===== src/rtl/paicore_axis_tlast_gen_if.sv =====
// AXI-Stream beat bundle (valid/ready/data/last) shared by the framing stage and its bench.
// The master drives valid/data/last and the slave drives ready.
interface paicore_axis_tlast_gen_if #(
  parameter int DATA_WD = 64
);
  logic               tvalid;
  logic               tready;
  logic [DATA_WD-1:0] tdata;
  logic               tlast;

  modport master (output tvalid, output tdata, output tlast, input tready);
  modport slave  (input tvalid, input tdata, input tlast, output tready);
endinterface


===== src/rtl/paicore_axis_tlast_gen.sv =====
// Regenerates tlast on an untrusted DMA stream so each frame is exactly send_len beats; 1-cycle latency.
// Backpressure: registered 2-entry skid, s_axis.tready drops the cycle after a stalled beat lands in the skid.
module paicore_axis_tlast_gen #(
  parameter int DATA_WD = 64
) (
  input  logic                     s_axis_aclk,
  input  logic                     s_axis_aresetn,
  input  logic                     start,
  input  logic [31:0]              send_len,
  paicore_axis_tlast_gen_if.slave  s_axis,
  paicore_axis_tlast_gen_if.master m_axis,
  output logic                     busy,
  output logic                     frame_done,
  output logic [31:0]              beat_cnt,
  output logic [31:0]              frame_cnt,
  output logic                     len_err
);

  typedef enum logic [1:0] {
    IDLE  = 2'd0,
    RUN   = 2'd1,
    DRAIN = 2'd2
  } state_e;

  state_e             state_q, state_d;
  logic [31:0]        rem_q, rem_d;
  logic               rdy_q, rdy_d;
  logic               out_vld_q, out_vld_d;
  logic [DATA_WD-1:0] out_dat_q, out_dat_d;
  logic               out_last_q, out_last_d;
  logic               skid_vld_q, skid_vld_d;
  logic [DATA_WD-1:0] skid_dat_q, skid_dat_d;
  logic               skid_last_q, skid_last_d;
  logic               done_q, done_d;
  logic [31:0]        beat_cnt_q, beat_cnt_d;
  logic [31:0]        frame_cnt_q, frame_cnt_d;
  logic               len_err_q, len_err_d;

  logic               in_hs;
  logic               out_hs;
  logic               in_last;
  logic               out_free;

  assign in_hs    = s_axis.tvalid && rdy_q;
  assign out_hs   = out_vld_q && m_axis.tready;
  assign in_last  = (rem_q == 32'd1);
  assign out_free = !out_vld_q || m_axis.tready;

  always_comb begin
    state_d     = state_q;
    rem_d       = rem_q;
    done_d      = 1'b0;
    beat_cnt_d  = beat_cnt_q;
    frame_cnt_d = frame_cnt_q;
    len_err_d   = len_err_q;

    if (out_hs) begin
      beat_cnt_d = beat_cnt_q + 32'd1;
    end

    case (state_q)
      IDLE: begin
        if (start) begin
          beat_cnt_d = '0;
          len_err_d  = 1'b0;
          if (send_len != 32'd0) begin
            rem_d   = send_len;
            state_d = RUN;
          end else begin
            done_d      = 1'b1;
            frame_cnt_d = frame_cnt_q + 32'd1;
          end
        end
      end
      RUN: begin
        if (in_hs) begin
          rem_d = rem_q - 32'd1;
          // Upstream tlast is only audited; framing always follows the programmed length.
          if (s_axis.tlast != in_last) begin
            len_err_d = 1'b1;
          end
          if (in_last) begin
            state_d = DRAIN;
          end
        end
      end
      DRAIN: begin
        if (out_hs && out_last_q) begin
          done_d      = 1'b1;
          frame_cnt_d = frame_cnt_q + 32'd1;
          state_d     = IDLE;
        end
      end
      default: state_d = IDLE;
    endcase
  end

  always_comb begin
    out_vld_d   = out_vld_q;
    out_dat_d   = out_dat_q;
    out_last_d  = out_last_q;
    skid_vld_d  = skid_vld_q;
    skid_dat_d  = skid_dat_q;
    skid_last_d = skid_last_q;

    if (out_free) begin
      if (skid_vld_q) begin
        out_vld_d  = 1'b1;
        out_dat_d  = skid_dat_q;
        out_last_d = skid_last_q;
        skid_vld_d = in_hs;
        if (in_hs) begin
          skid_dat_d  = s_axis.tdata;
          skid_last_d = in_last;
        end
      end else begin
        out_vld_d = in_hs;
        if (in_hs) begin
          out_dat_d  = s_axis.tdata;
          out_last_d = in_last;
        end
      end
    end else if (in_hs) begin
      // Output stalled: the beat already in flight parks in the skid entry.
      skid_vld_d  = 1'b1;
      skid_dat_d  = s_axis.tdata;
      skid_last_d = in_last;
    end

    rdy_d = (state_d == RUN) && !skid_vld_d;
  end

  always_ff @(posedge s_axis_aclk or negedge s_axis_aresetn) begin
    if (!s_axis_aresetn) begin
      state_q     <= IDLE;
      rem_q       <= '0;
      rdy_q       <= 1'b0;
      out_vld_q   <= 1'b0;
      out_dat_q   <= '0;
      out_last_q  <= 1'b0;
      skid_vld_q  <= 1'b0;
      skid_dat_q  <= '0;
      skid_last_q <= 1'b0;
      done_q      <= 1'b0;
      beat_cnt_q  <= '0;
      frame_cnt_q <= '0;
      len_err_q   <= 1'b0;
    end else begin
      state_q     <= state_d;
      rem_q       <= rem_d;
      rdy_q       <= rdy_d;
      out_vld_q   <= out_vld_d;
      out_dat_q   <= out_dat_d;
      out_last_q  <= out_last_d;
      skid_vld_q  <= skid_vld_d;
      skid_dat_q  <= skid_dat_d;
      skid_last_q <= skid_last_d;
      done_q      <= done_d;
      beat_cnt_q  <= beat_cnt_d;
      frame_cnt_q <= frame_cnt_d;
      len_err_q   <= len_err_d;
    end
  end

  assign s_axis.tready = rdy_q;
  assign m_axis.tvalid = out_vld_q;
  assign m_axis.tdata  = out_dat_q;
  assign m_axis.tlast  = out_last_q;
  assign busy          = (state_q != IDLE);
  assign frame_done    = done_q;
  assign beat_cnt      = beat_cnt_q;
  assign frame_cnt     = frame_cnt_q;
  assign len_err       = len_err_q;

endmodule

===== src/flat_wrapper.sv =====
// flat-port wrapper written by rule: the top's interface ports become plain ports
module paicore_axis_tlast_gen_flat 
#(
  parameter int DATA_WD = 64
)
  (s_axis_aclk, s_axis_aresetn, start, send_len, busy, frame_done, beat_cnt, frame_cnt, len_err, s_axis_tvalid, s_axis_tdata, s_axis_tlast, s_axis_tready, m_axis_tvalid, m_axis_tdata, m_axis_tlast, m_axis_tready);
  paicore_axis_tlast_gen_if #(.DATA_WD(DATA_WD)) s_axis_i ();
  paicore_axis_tlast_gen_if #(.DATA_WD(DATA_WD)) m_axis_i ();
  input  logic s_axis_aclk;
  input  logic s_axis_aresetn;
  input  logic start;
  input  logic [31:0] send_len;
  output logic busy;
  output logic frame_done;
  output logic [31:0] beat_cnt;
  output logic [31:0] frame_cnt;
  output logic len_err;
  input wire logic [$bits(s_axis_i.tvalid)-1:0] s_axis_tvalid;
  input wire logic [$bits(s_axis_i.tdata)-1:0] s_axis_tdata;
  input wire logic [$bits(s_axis_i.tlast)-1:0] s_axis_tlast;
  output wire logic [$bits(s_axis_i.tready)-1:0] s_axis_tready;
  output wire logic [$bits(m_axis_i.tvalid)-1:0] m_axis_tvalid;
  output wire logic [$bits(m_axis_i.tdata)-1:0] m_axis_tdata;
  output wire logic [$bits(m_axis_i.tlast)-1:0] m_axis_tlast;
  input wire logic [$bits(m_axis_i.tready)-1:0] m_axis_tready;
  assign s_axis_i.tvalid = s_axis_tvalid;
  assign s_axis_i.tdata = s_axis_tdata;
  assign s_axis_i.tlast = s_axis_tlast;
  assign s_axis_tready = s_axis_i.tready;
  assign m_axis_tvalid = m_axis_i.tvalid;
  assign m_axis_tdata = m_axis_i.tdata;
  assign m_axis_tlast = m_axis_i.tlast;
  assign m_axis_i.tready = m_axis_tready;
  paicore_axis_tlast_gen #(.DATA_WD(DATA_WD)) u_core (.s_axis_aclk(s_axis_aclk), .s_axis_aresetn(s_axis_aresetn), .start(start), .send_len(send_len), .s_axis(s_axis_i), .m_axis(m_axis_i), .busy(busy), .frame_done(frame_done), .beat_cnt(beat_cnt), .frame_cnt(frame_cnt), .len_err(len_err));
endmodule

===== config.mk =====
export PLATFORM = sky130hd
export DESIGN_NAME = paicore_axis_tlast_gen_flat
export DESIGN_NICKNAME = d
export VERILOG_FILES = /design/src/rtl/paicore_axis_tlast_gen_if.sv /design/src/rtl/paicore_axis_tlast_gen.sv /design/src/flat_wrapper.sv
export SDC_FILE = /design/constraint.sdc
export NUM_CORES = 1
export LEC_CHECK = 0
export CAP_MARGIN = 20
export CORE_ASPECT_RATIO = 0.6
export CORE_MARGIN = 2
export CORE_UTILIZATION = 40
export DETAILED_ROUTE_END_ITERATION = 6
export MAX_ROUTING_LAYER = met4
export PLACE_DENSITY_LB_ADDON = 0.08
export SYNTH_ARGS = -nofsm -noshare
export SYNTH_HDL_FRONTEND = slang
export SYNTH_SLANG_ARGS = --single-unit

===== constraint.sdc =====
create_clock -name s_axis_aclk -period 2.53 [get_ports s_axis_aclk]
set_input_delay 0.253 -clock s_axis_aclk [delete_from_list [all_inputs] [get_ports s_axis_aclk]]
set_output_delay 0.253 -clock s_axis_aclk [all_outputs]
set_load 0.02 [all_outputs]

==> results.tsv, run 1 <==
stage	metric	value	unit
floorplan	io_pins	236	
floorplan	dieWidth	219	um
floorplan	start_util	40.5	%
worst_setup_path	crit_chain	clkdlybuf4s50_1 -> nor4_1 -> and4_1 -> buf_4 -> nand4_1 -> a2111oi_1 -> xor2_1	
cts	postCtsResizedCells	0	
final_layout	seqCellArea	5830	um^2
yosys	synthArstFlopShare	100	%
worst_setup_path	cp-startpoint	send_len[21]	
yosys	yosysTopAreaCell	dfrtp_1	
final_layout	diodes	0	
yosys	synth-edff-count	0	
job	maxCapViolations	0	
pwr	switching_power	4.12	mW
yosys	ys_types	58	
worst_setup_path	r2r-end	u_core.rem_q[27]	
cts	cts_setup_buffers	0	
final_layout	multiInputGateArea	4940	um^2
timing	fin_crit	2.33	ns
yosys	synth.avg_cell_area	10.7	um^2
pwr	seqPwrFrac	41.5	%
drt	dr_wl_met2	12700	um
cts	cts_tree	built	
timing	fin_worst_skew	0.00729	ns
worst_setup_path	r2r-start	u_core.rem_q[2]	
drt	wirelength	29400	um
timing	slew_headroom	48.0	%
yosys	yosysWarnings	0	
placed_design	gp_congestion	0.832	
worst_setup_path	end_kind	register	
final_layout	fin_nets	1388	
grt	antenna_found_initial	0	
drt	wl_met1	14600	um
cts	clk_path_buf_depth	3	
grt	grt_pass1_wl	47300	um
run_status	outcome	complete, no violations	
cts	clk_latency	0.51	ns
worst_setup_path	cpLargestDelayFamily	simple AND/OR/NAND/NOR gates	
yosys	yosys-top-cells-count	dfrtp_1 (233), nor2_1 (137), a21oi_1 (100)	
timing	slew_viol_final	0	
drt	wl_per_cell	17.7	um
final_layout	drive_gt1_share	13.8	%
cts	htreeDepth	1	
timing	tns	0	ns
pwr	cell_internal_pwr	8.98	mW
grt	grt_max_degree	82	
pwr	p_clk_share	27.7	%
floorplan	die_h	133	um
cts	clk_pin_slew	0.07	ns
pwr	irDropWorstVdd	0.487	mV
pwr	power.density	874	nW/um^2
pwr	combinationalPowerShare	30.8	%
grt	grt_pass1_vias	8513	
cts	cts_made_buffers	23	
timing	fin_crit_sh	92.1	%
yosys	ys_seq_elements	233	
pwr	p_leak	6.13	nW
worst_setup_path	cp-start-kind	primary input	
yosys	synthTopCellsByArea	dfrtp_1 (53%), mux2_2 (6.7%), mux2i_1 (6.0%)	
floorplan	die-area	29100	um^2
worst_setup_path	cp_data_arrival_time	2.76	ns
yosys	synth_nets	1142	
worst_setup_path	cp_slowest_cell	nor4_1	
worst_setup_path	cp_num_buf_inv	2	
grt	overflow	0	
drt	top_layer_used	met4	
hold_path	hold_path.class	in -> async	
timing	rsz0062_at_grt	false	
worst_setup_path	cp.required	2.96	ns
final_layout	fillCellCount	2456	
timing	setup_viol	0	
drt	viasPerCell	5.31	
yosys	synth_cells	1036	
cts	root_buffer	clkbuf_16	
worst_setup_path	crit_type	in -> reg	
worst_setup_path	ff2ff_path_depth	4	
final_layout	area_growth	35.2	%
pwr	swShare	31.5	%
worst_setup_path	crit_fanout	4	
drt	drc	0	
yosys	yosysMostFrequentCell	dfrtp_1	
drt	route.met3.wl	1790	um
drt	drtAntennaViolNets	0	
timing	fmax	429	MHz
drt	drt_iter0_drc	570	
drt	drtPass1Iterations	5	
cts	cts.sinks	233	
yosys	netlist_area	11100	um^2
drt	num_vias	8842	
timing	finalHoldViolations	0	
timing	whs	0.316	ns
grt	grt_use_total	20.9	%
floorplan	fp-row-count	47	
placed_design	dp_hpwl	20100	um
yosys	synth_top_area_share	52.6	%
yosys	yosys_most_used_dff	dfrtp_1	
placed_design	port_buffers	235	
timing	tightest_slew	0.773	ns
worst_setup_path	r2r_slack	0.29	ns
yosys	yosysSeqAreaShare	52.6	%
floorplan	coreArea	27400	um^2
worst_setup_path	max_stage_delay	0.69	ns
==> worst max-delay path by stage <==
stage / to / slack [ns] / depth (start not counted)
final: u_core.frame_cnt[14] / 0.20 / 7
after global routing: u_core.frame_cnt[28] / 0.04 / 8
after CTS: u_core.frame_cnt[14] / 0.21 / 8
after detailed placement: u_core.frame_cnt[14] / -0.30 / 8
after global placement: u_core.frame_cnt[14] / -0.20 / 8
after floorplan: u_core.beat_cnt[27] / 0.56 / 5
==> per-layer routing <==
metal  vias up  track usage [%]
met2       227             29.1
met5         -                -
met3        26             4.41
met4         0             3.45
met1      4351             31.4
li1       4238                -
==> flip-flops by register name (all words and copies together) (netlist names), 2 cells and up <==
signal and count:
u_core.skid_dat_q 64, u_core.rem_q 32, u_core.beat_cnt 32, u_core.m_axis.tdata 64, u_core.frame_cnt 32, u_core.state_q 2
==> cells in the final DEF, fill, tap and decap left out, types with 10 or more instances in the layout <==
cell / Yosys / layout
clkbuf_16: 0 / 23
clkdlybuf4s50_1: 0 / 234
a31oi_1: 15 / 15
mux2_2: 66 / 66
nor4_1: 28 / 28
a22oi_1: 16 / 16
o211ai_1: 10 / 10
xor2_1: 24 / 24
nand4_1: 14 / 14
xnor2_1: 33 / 33
a211oi_1: 10 / 10
or3_1: 11 / 11
o22a_1: 16 / 16
a21oi_1: 100 / 100
nand2_1: 33 / 33
nand3_1: 32 / 32
inv_1: 18 / 18
nor3_1: 15 / 15
buf_4: 0 / 38
mux2i_1: 67 / 67
dfrtp_1: 233 / 232
buf_12: 0 / 12
nor2_1: 137 / 136
==> power by group through the flow <==
stage          registers, mW  clock network (mW)  logic [mW]
6_report                5.44                3.62        4.04
5_1_grt                 5.59                3.90        4.38
4_1_cts                 5.44                3.74        4.10
3_5_place_dp            5.49                   0        4.08
3_3_place_gp            5.47                   0        4.03
2_1_floorplan           5.99                   0        1.67
==> cell families (layout without fill, tap and decap cells) <==
group | Yosys count | after routing | synth area share [%]
AOI/OAI and AO/OA | 205 | 205 | 11.8
buffers and inverters | 83 | 344 | 3.05
muxes | 133 | 133 | 12.8
xor gates and xnor gates | 57 | 57 | 4.50
DFF | 233 | 233 | 52.6
adders and majority gates | 4 | 4 | 0.451
and+or+nand+nor | 321 | 321 | 14.8
==> layout make-up <==
| class | instances | share of cell area, % |
|---|---|---|
| timing repair buffer | 286 | 19.3 |
| sequential | 233 | 38.9 |
| clock inverter | 5 | 0.668 |
| clock buffer | 35 | 4.61 |
| inverter | 18 | 0.451 |
| tap | 367 | 3.06 |
| multi-input combinational | 720 | 33.0 |
==> stage by stage <==
step	area, um^2	std cells	total power [mW]	setup slack (ns)	utilization, %
after global placement	14200	1623	9.50	-0.195	51.8
after floorplan	11100	1036	7.67	0.562	-
after detailed placement	14200	1623	9.57	-0.303	51.8
after global routing	15000	1664	13.9	0.0392	54.7
after CTS	15000	1664	13.3	0.207	54.7
final	15000	1664	13.1	0.201	54.7
==> what timing repair did <==
item | 4_1_cts | 5_1_grt
endpoints found under the hold margin | 75 | 0
setup endpoints to repair | 0 | 0
hold buffers | 1 | 0
==> worst reg2reg max path, stage by stage (launching register included) <==
cell and delay (ns):
dfrtp_1 0.44, or4_1 0.75, nor4_2 0.61, a22oi_1 0.16, o221ai_1 0.20
Note: power is estimated with default switching activity, not from simulation.
==> run 2, diff against run 1 <==
--- a/config.mk
+++ b/config.mk
@@ -7,7 +7,7 @@
 export LEC_CHECK = 0
 export CAP_MARGIN = 20
 export CORE_ASPECT_RATIO = 0.6
-export CORE_MARGIN = 2
+export CORE_MARGIN = 10
 export CORE_UTILIZATION = 40
 export DETAILED_ROUTE_END_ITERATION = 6
 export MAX_ROUTING_LAYER = met4
==> run 2 against run 1 <==
Global-route usage fell by 2.7 points. Final cell count grew 0.60%. Combinational power up 1%.
==> results.tsv, run 2 (synthesis results as in run 1) <==
stage	metric	value	unit
worst_setup_path	cp_data_arrival_time	2.70	ns
hold_path	hold_path.class	in -> async	
worst_setup_path	max_stage_delay	0.72	ns
worst_setup_path	cp_slowest_cell	nor4_1	
final_layout	final_common_cell	clkdlybuf4s50_1	
pwr	p_leak	6.16	nW
drt	drc	0	
worst_setup_path	cpLargestDelayFamily	simple AND/OR/NAND/NOR gates	
worst_setup_path	crit_type	in -> reg	
run_status	outcome	complete, no violations	
final_layout	utilization	55.1	%
grt	grt_pass1_vias	8754	
floorplan	start_util	40.5	%
timing	rsz0062_at_grt	false	
timing	slew_headroom	45.2	%
worst_setup_path	crit_chain	clkdlybuf4s50_1 -> nor4_1 -> and4_1 -> buf_4 -> nand4_1 -> buf_4 -> a211oi_1 -> xor2_1	
drt	viasPerCell	5.28	
final_layout	drive_gt1_share	14.7	%
worst_setup_path	end_kind	register	
cts	postCtsResizedCells	0	
placed_design	dp_hpwl	22600	um
worst_setup_path	r2r-start	u_core.rem_q[21]	
floorplan	die_h	149	um
worst_setup_path	crit_top_cell	buf_4	
floorplan	die-area	35000	um^2
timing	tns	0	ns
timing	slew_viol_final	0	
timing	fin_crit_sh	89.6	%
cts	clk_path_buf_depth	3	
pwr	power.density	889	nW/um^2
placed_design	place_area	14200	um^2
grt	grt_pass1_wl	51000	um
worst_setup_path	r2r-end	u_core.rem_q[26]	
timing	fin_crit	2.27	ns
floorplan	io_pins	236	
final_layout	fillCellCount	2475	
cts	htreeDepth	1	
floorplan	fp-row-count	47	
final_layout	design_area	15100	um^2
drt	drt_iter0_drc	629	
grt	antenna_found_initial	0	
cts	clk_pin_slew	0.06	ns
final_layout	area_growth	36.1	%
worst_setup_path	crit_fanout	10	
worst_setup_path	cp-startpoint	send_len[16]	
drt	drtAntennaViolNets	0	
worst_setup_path	r2r_slack	0.28	ns
job	maxCapViolations	0	
drt	num_vias	8836	
worst_setup_path	cp_num_cells	8	
timing	setup_viol	0	
floorplan	coreArea	27400	um^2
worst_setup_path	cp_num_buf_inv	3	
grt	grt_use_total	18.2	%
cts	cts_made_buffers	24	
cts	clk_latency	0.52	ns
worst_setup_path	cp.required	2.97	ns
timing	fin_worst_skew	0.00757	ns
timing	whs	0.227	ns
placed_design	gp_congestion	0.851	
drt	wl_per_cell	18.9	um
timing	finalHoldViolations	0	
grt	grt_max_degree	66	
placed_design	port_buffers	235	
drt	drtPass1Iterations	5	
floorplan	dieWidth	235	um
final_layout	mostFrequentLayoutCells	clkdlybuf4s50_1 (234), dfrtp_1 (232), nor2_1 (136)	
worst_setup_path	cp-endpoint	u_core.frame_cnt[28]	
drt	wirelength	31700	um
final_layout	diodes	0	
grt	overflow	0	
worst_setup_path	cp-start-kind	primary input	
worst_setup_path	ff2ff_path_depth	5	
timing	fmax	441	MHz
cts	root_buffer	clkbuf_16	
cts	cts_tree	built	
pwr	p_total	13.4	mW
timing	tightest_slew	0.814	ns
pwr	irDropWorstVdd	0.512	mV
cts	cts.sinks	233	
final_layout	fin_nets	1396	
## run 2: cell count changes in the layout (fill, tap and decap cells not counted), sizes merged
cell | previous run | this run
clkbuf | 35 | 31
bufinv | 3 | 4
clkinvlp | 0 | 6
buf | 51 | 58
## run 2: area by class of cell
| class | count | area, um^2 | area share (%) |
|---|---|---|---|
| Inverter | 18 | 67.6 | 0.448 |
| Clock inverter | 12 | 175 | 1.16 |
| Timing Repair Buffer | 293 | 2920 | 19.4 |
| Clock buffer | 31 | 688 | 4.56 |
| Sequential cell | 233 | 5830 | 38.7 |
| Multi-Input combinational cell | 720 | 4940 | 32.8 |
| Tap cell | 367 | 459 | 3.04 |
## run 2: timing repair
item	CTS	global route
hold endpoints to repair	46	0
hold buffers	1	0
setup buffers	0	0
## run 2: metrics by stage
step | cells | setup WS [ns]
2_1_floorplan | 1036 | 0.562
3_5_place_dp | 1630 | -0.226
5_1_grt | 1674 | 0.124
3_3_place_gp | 1630 | -0.187
6_report | 1674 | 0.263
4_1_cts | 1674 | 0.288
## run 2: worst min path at each step
stage / end / slack [ns] / cells after the start
after floorplan: u_core.beat_cnt[0] / -0.04 / 0
after global placement: u_core.skid_dat_q[37] / 0.21 / 1
after detailed placement: u_core.skid_dat_q[37] / 0.22 / 1
after CTS: u_core.rem_q[29] / 0.27 / 2
after global routing: u_core.m_axis.tdata[37] / 0.27 / 2
final: u_core.skid_dat_q[37] / 0.23 / 2
## run 2: where the power goes
part	leakage [nW]	switching (mW)	internal [mW]
registers	2.78	0.693	4.78
clock network	0.404	1.53	2.33
logic	2.98	2.04	2.04
total	6.16	4.26	9.15
## run 2: layer usage
metal	global-route usage (%)	part of all wire, %	vias to the layer above
li1	-	-	4268
met1	25.6	49	4340
met2	26.9	45	200
met3	3.64	4.7	28
met4	3.05	1.5	0
met5	-	0	-
==> run 3, diff against run 2 <==
--- a/config.mk
+++ b/config.mk
@@ -11,7 +11,7 @@
 export CORE_UTILIZATION = 40
 export DETAILED_ROUTE_END_ITERATION = 6
 export MAX_ROUTING_LAYER = met4
-export PLACE_DENSITY_LB_ADDON = 0.08
+export PLACE_DENSITY = 0.65
 export SYNTH_ARGS = -nofsm -noshare
 export SYNTH_HDL_FRONTEND = slang
 export SYNTH_SLANG_ARGS = --single-unit
==> run 3 against run 2 <==
Hold slack improved by 0.050 ns. Count of clock-buffer cells in the layout rose by 3. Clock power fell by 6.2%. Routed wire length fell by 1.2%. Core utilization barely moved. First-iteration DRC count rose by 11%. Final area barely moved. Final cell count rose by 0.60%. Flip-flop and latch count did not move. Power fell by 1.3%. Maximum frequency fell by 3.3%. Critical path type unchanged. Critical endpoint is now u_core.frame_cnt[14].
==> results.tsv, run 3 (synthesis results as in run 1) <==
stage	metric	value	unit
run_status	outcome	complete, no violations	
floorplan	io_pins	236	
drt	drc	0	
floorplan	fp-row-count	47	
worst_setup_path	end_kind	register	
floorplan	coreArea	27400	um^2
final_layout	area_growth	36.2	%
drt	wirelength	31300	um
placed_design	gp_congestion	0.867	
timing	fin_crit_sh	92.6	%
final_layout	fin_nets	1403	
grt	grt_pass1_wl	50200	um
final_layout	seqCellArea	5830	um^2
final_layout	fillCellCount	2414	
cts	cts.sinks	233	
drt	wl_per_cell	18.6	um
cts	cts_made_buffers	24	
timing	slew_viol_final	0	
worst_setup_path	crit_fanout	4	
final_layout	drive_gt1_share	15.0	%
timing	fmax	427	MHz
hold_path	hold_path.class	in -> async	
drt	num_vias	8960	
drt	drt_iter0_drc	700	
grt	grt_pass1_vias	8737	
cts	postCtsResizedCells	0	
pwr	power.density	876	nW/um^2
final_layout	multiInputGateArea	4940	um^2
timing	tightest_slew	0.578	ns
grt	grt_max_degree	66	
job	maxCapViolations	0	
timing	slew_headroom	61.1	%
timing	setup_viol	0	
floorplan	die_h	149	um
grt	antenna_found_initial	2	
final_layout	mostFrequentLayoutCells	clkdlybuf4s50_1 (234), dfrtp_1 (232), nor2_1 (136)	
floorplan	die-area	35000	um^2
pwr	irDropWorstVdd	0.496	mV
cts	cts_tree	built	
worst_setup_path	cp-start-kind	primary input	
timing	fin_worst_skew	0.0184	ns
cts	htreeDepth	1	
floorplan	start_util	40.5	%
grt	grt_use_total	17.8	%
placed_design	port_buffers	235	
floorplan	dieWidth	235	um
timing	fin_crit	2.34	ns
cts	root_buffer	clkbuf_16	
worst_setup_path	cp_data_arrival_time	2.71	ns
cts	clk_latency	0.53	ns
worst_setup_path	cp.required	2.90	ns
worst_setup_path	crit_type	in -> reg	
final_layout	utilization	55.1	%
cts	clk_path_buf_depth	3	
grt	overflow	0	
drt	drtPass1Iterations	5	
cts	clk_pin_slew	0.06	ns
timing	rsz0062_at_grt	false	
pwr	p_total	13.2	mW
cts	cts_setup_buffers	0	
timing	whs	0.277	ns
drt	drtAntennaViolNets	0	
final_layout	final_common_cell	clkdlybuf4s50_1	
timing	finalHoldViolations	0	
drt	viasPerCell	5.32	
pwr	p_leak	6.19	nW
placed_design	dp_hpwl	22700	um
-- run 3: cell count changes in the layout (fill, tap and decap cells not counted) --
cell,previous run,this run
clkbuf_1,2,5
clkinv_4,0,1
diode_2,0,2
buf_4,47,53
clkinvlp_4,6,1
bufinv_16,4,2
clkinv_2,2,6
buf_12,10,11
-- run 3: routing by layer --
| metal | track usage, % | up-vias | share of wire (%) |
|---|---|---|---|
| met5 | - | - | 0 |
| met4 | 2.63 | 0 | 1.2 |
| met3 | 4.30 | 28 | 6.2 |
| met2 | 25.9 | 248 | 44 |
| met1 | 25.1 | 4417 | 49 |
| li1 | - | 4267 | - |
-- run 3: area by class of cell --
type	count	share of cell area, %
Inverter	18	0.447
Multi-Input combinational cell	720	32.7
Clock buffer	34	4.63
Timing Repair Buffer	300	19.8
Tap cell	367	3.04
Antenna cell	2	0.0331
Clock inverter	10	0.704
Sequential cell	233	38.6
-- run 3: critical path, stage by stage --
cell and delay (ns):
clkdlybuf4s50_1 0.47, nor4_1 0.53, and4_1 0.47, nand4_1 0.29, a2111oi_1 0.57, xor2_1 0.12
-- run 3: path summary, 6_finish.rpt --
check / from / end / slack, ns / cells after the start
worst max-delay path: send_len[26] / u_core.frame_cnt[14] / 0.19 / 6
worst min-delay path: s_axis_aresetn / u_core.m_axis.tdata[54] / 0.28 / 2
worst max register to register: u_core.rem_q[22] / u_core.rem_q[27] / 0.27 / 5
worst min register to register: u_core.frame_cnt[22] / u_core.frame_cnt[22] / 0.50 / 1
max in group asynchronous: s_axis_aresetn / u_core.m_axis.tdata[26] / 1.50 / 3
min in group s_axis_aclk: send_len[0] / u_core.rem_q[0] / 0.35 / 3
-- run 3: timing repair --
action                     4_1_cts  5_1_grt
hold buffers                     1        0
hold endpoints to repair        58        0
setup endpoints to repair        0        0
-- run 3: per-stage QoR --
step | cell area [um^2] | cells | setup TNS, ns | worst slack, ns
5_1_grt | 15100 | 1684 | 0 | 0.0300
6_report | 15100 | 1684 | 0 | 0.186
3_5_place_dp | 14300 | 1637 | -6.84 | -0.344
4_1_cts | 15100 | 1682 | 0 | 0.205
2_1_floorplan | 11100 | 1036 | 0 | 0.562
3_3_place_gp | 14300 | 1637 | -1.51 | -0.169
-- run 3: report_power, final --
group / leakage [nW] / switching, mW / internal, mW
Combinational: 3.02 / 2.03 / 2.08
Clock: 0.399 / 1.48 / 2.13
Sequential: 2.78 / 0.726 / 4.78
Total: 6.19 / 4.24 / 8.99
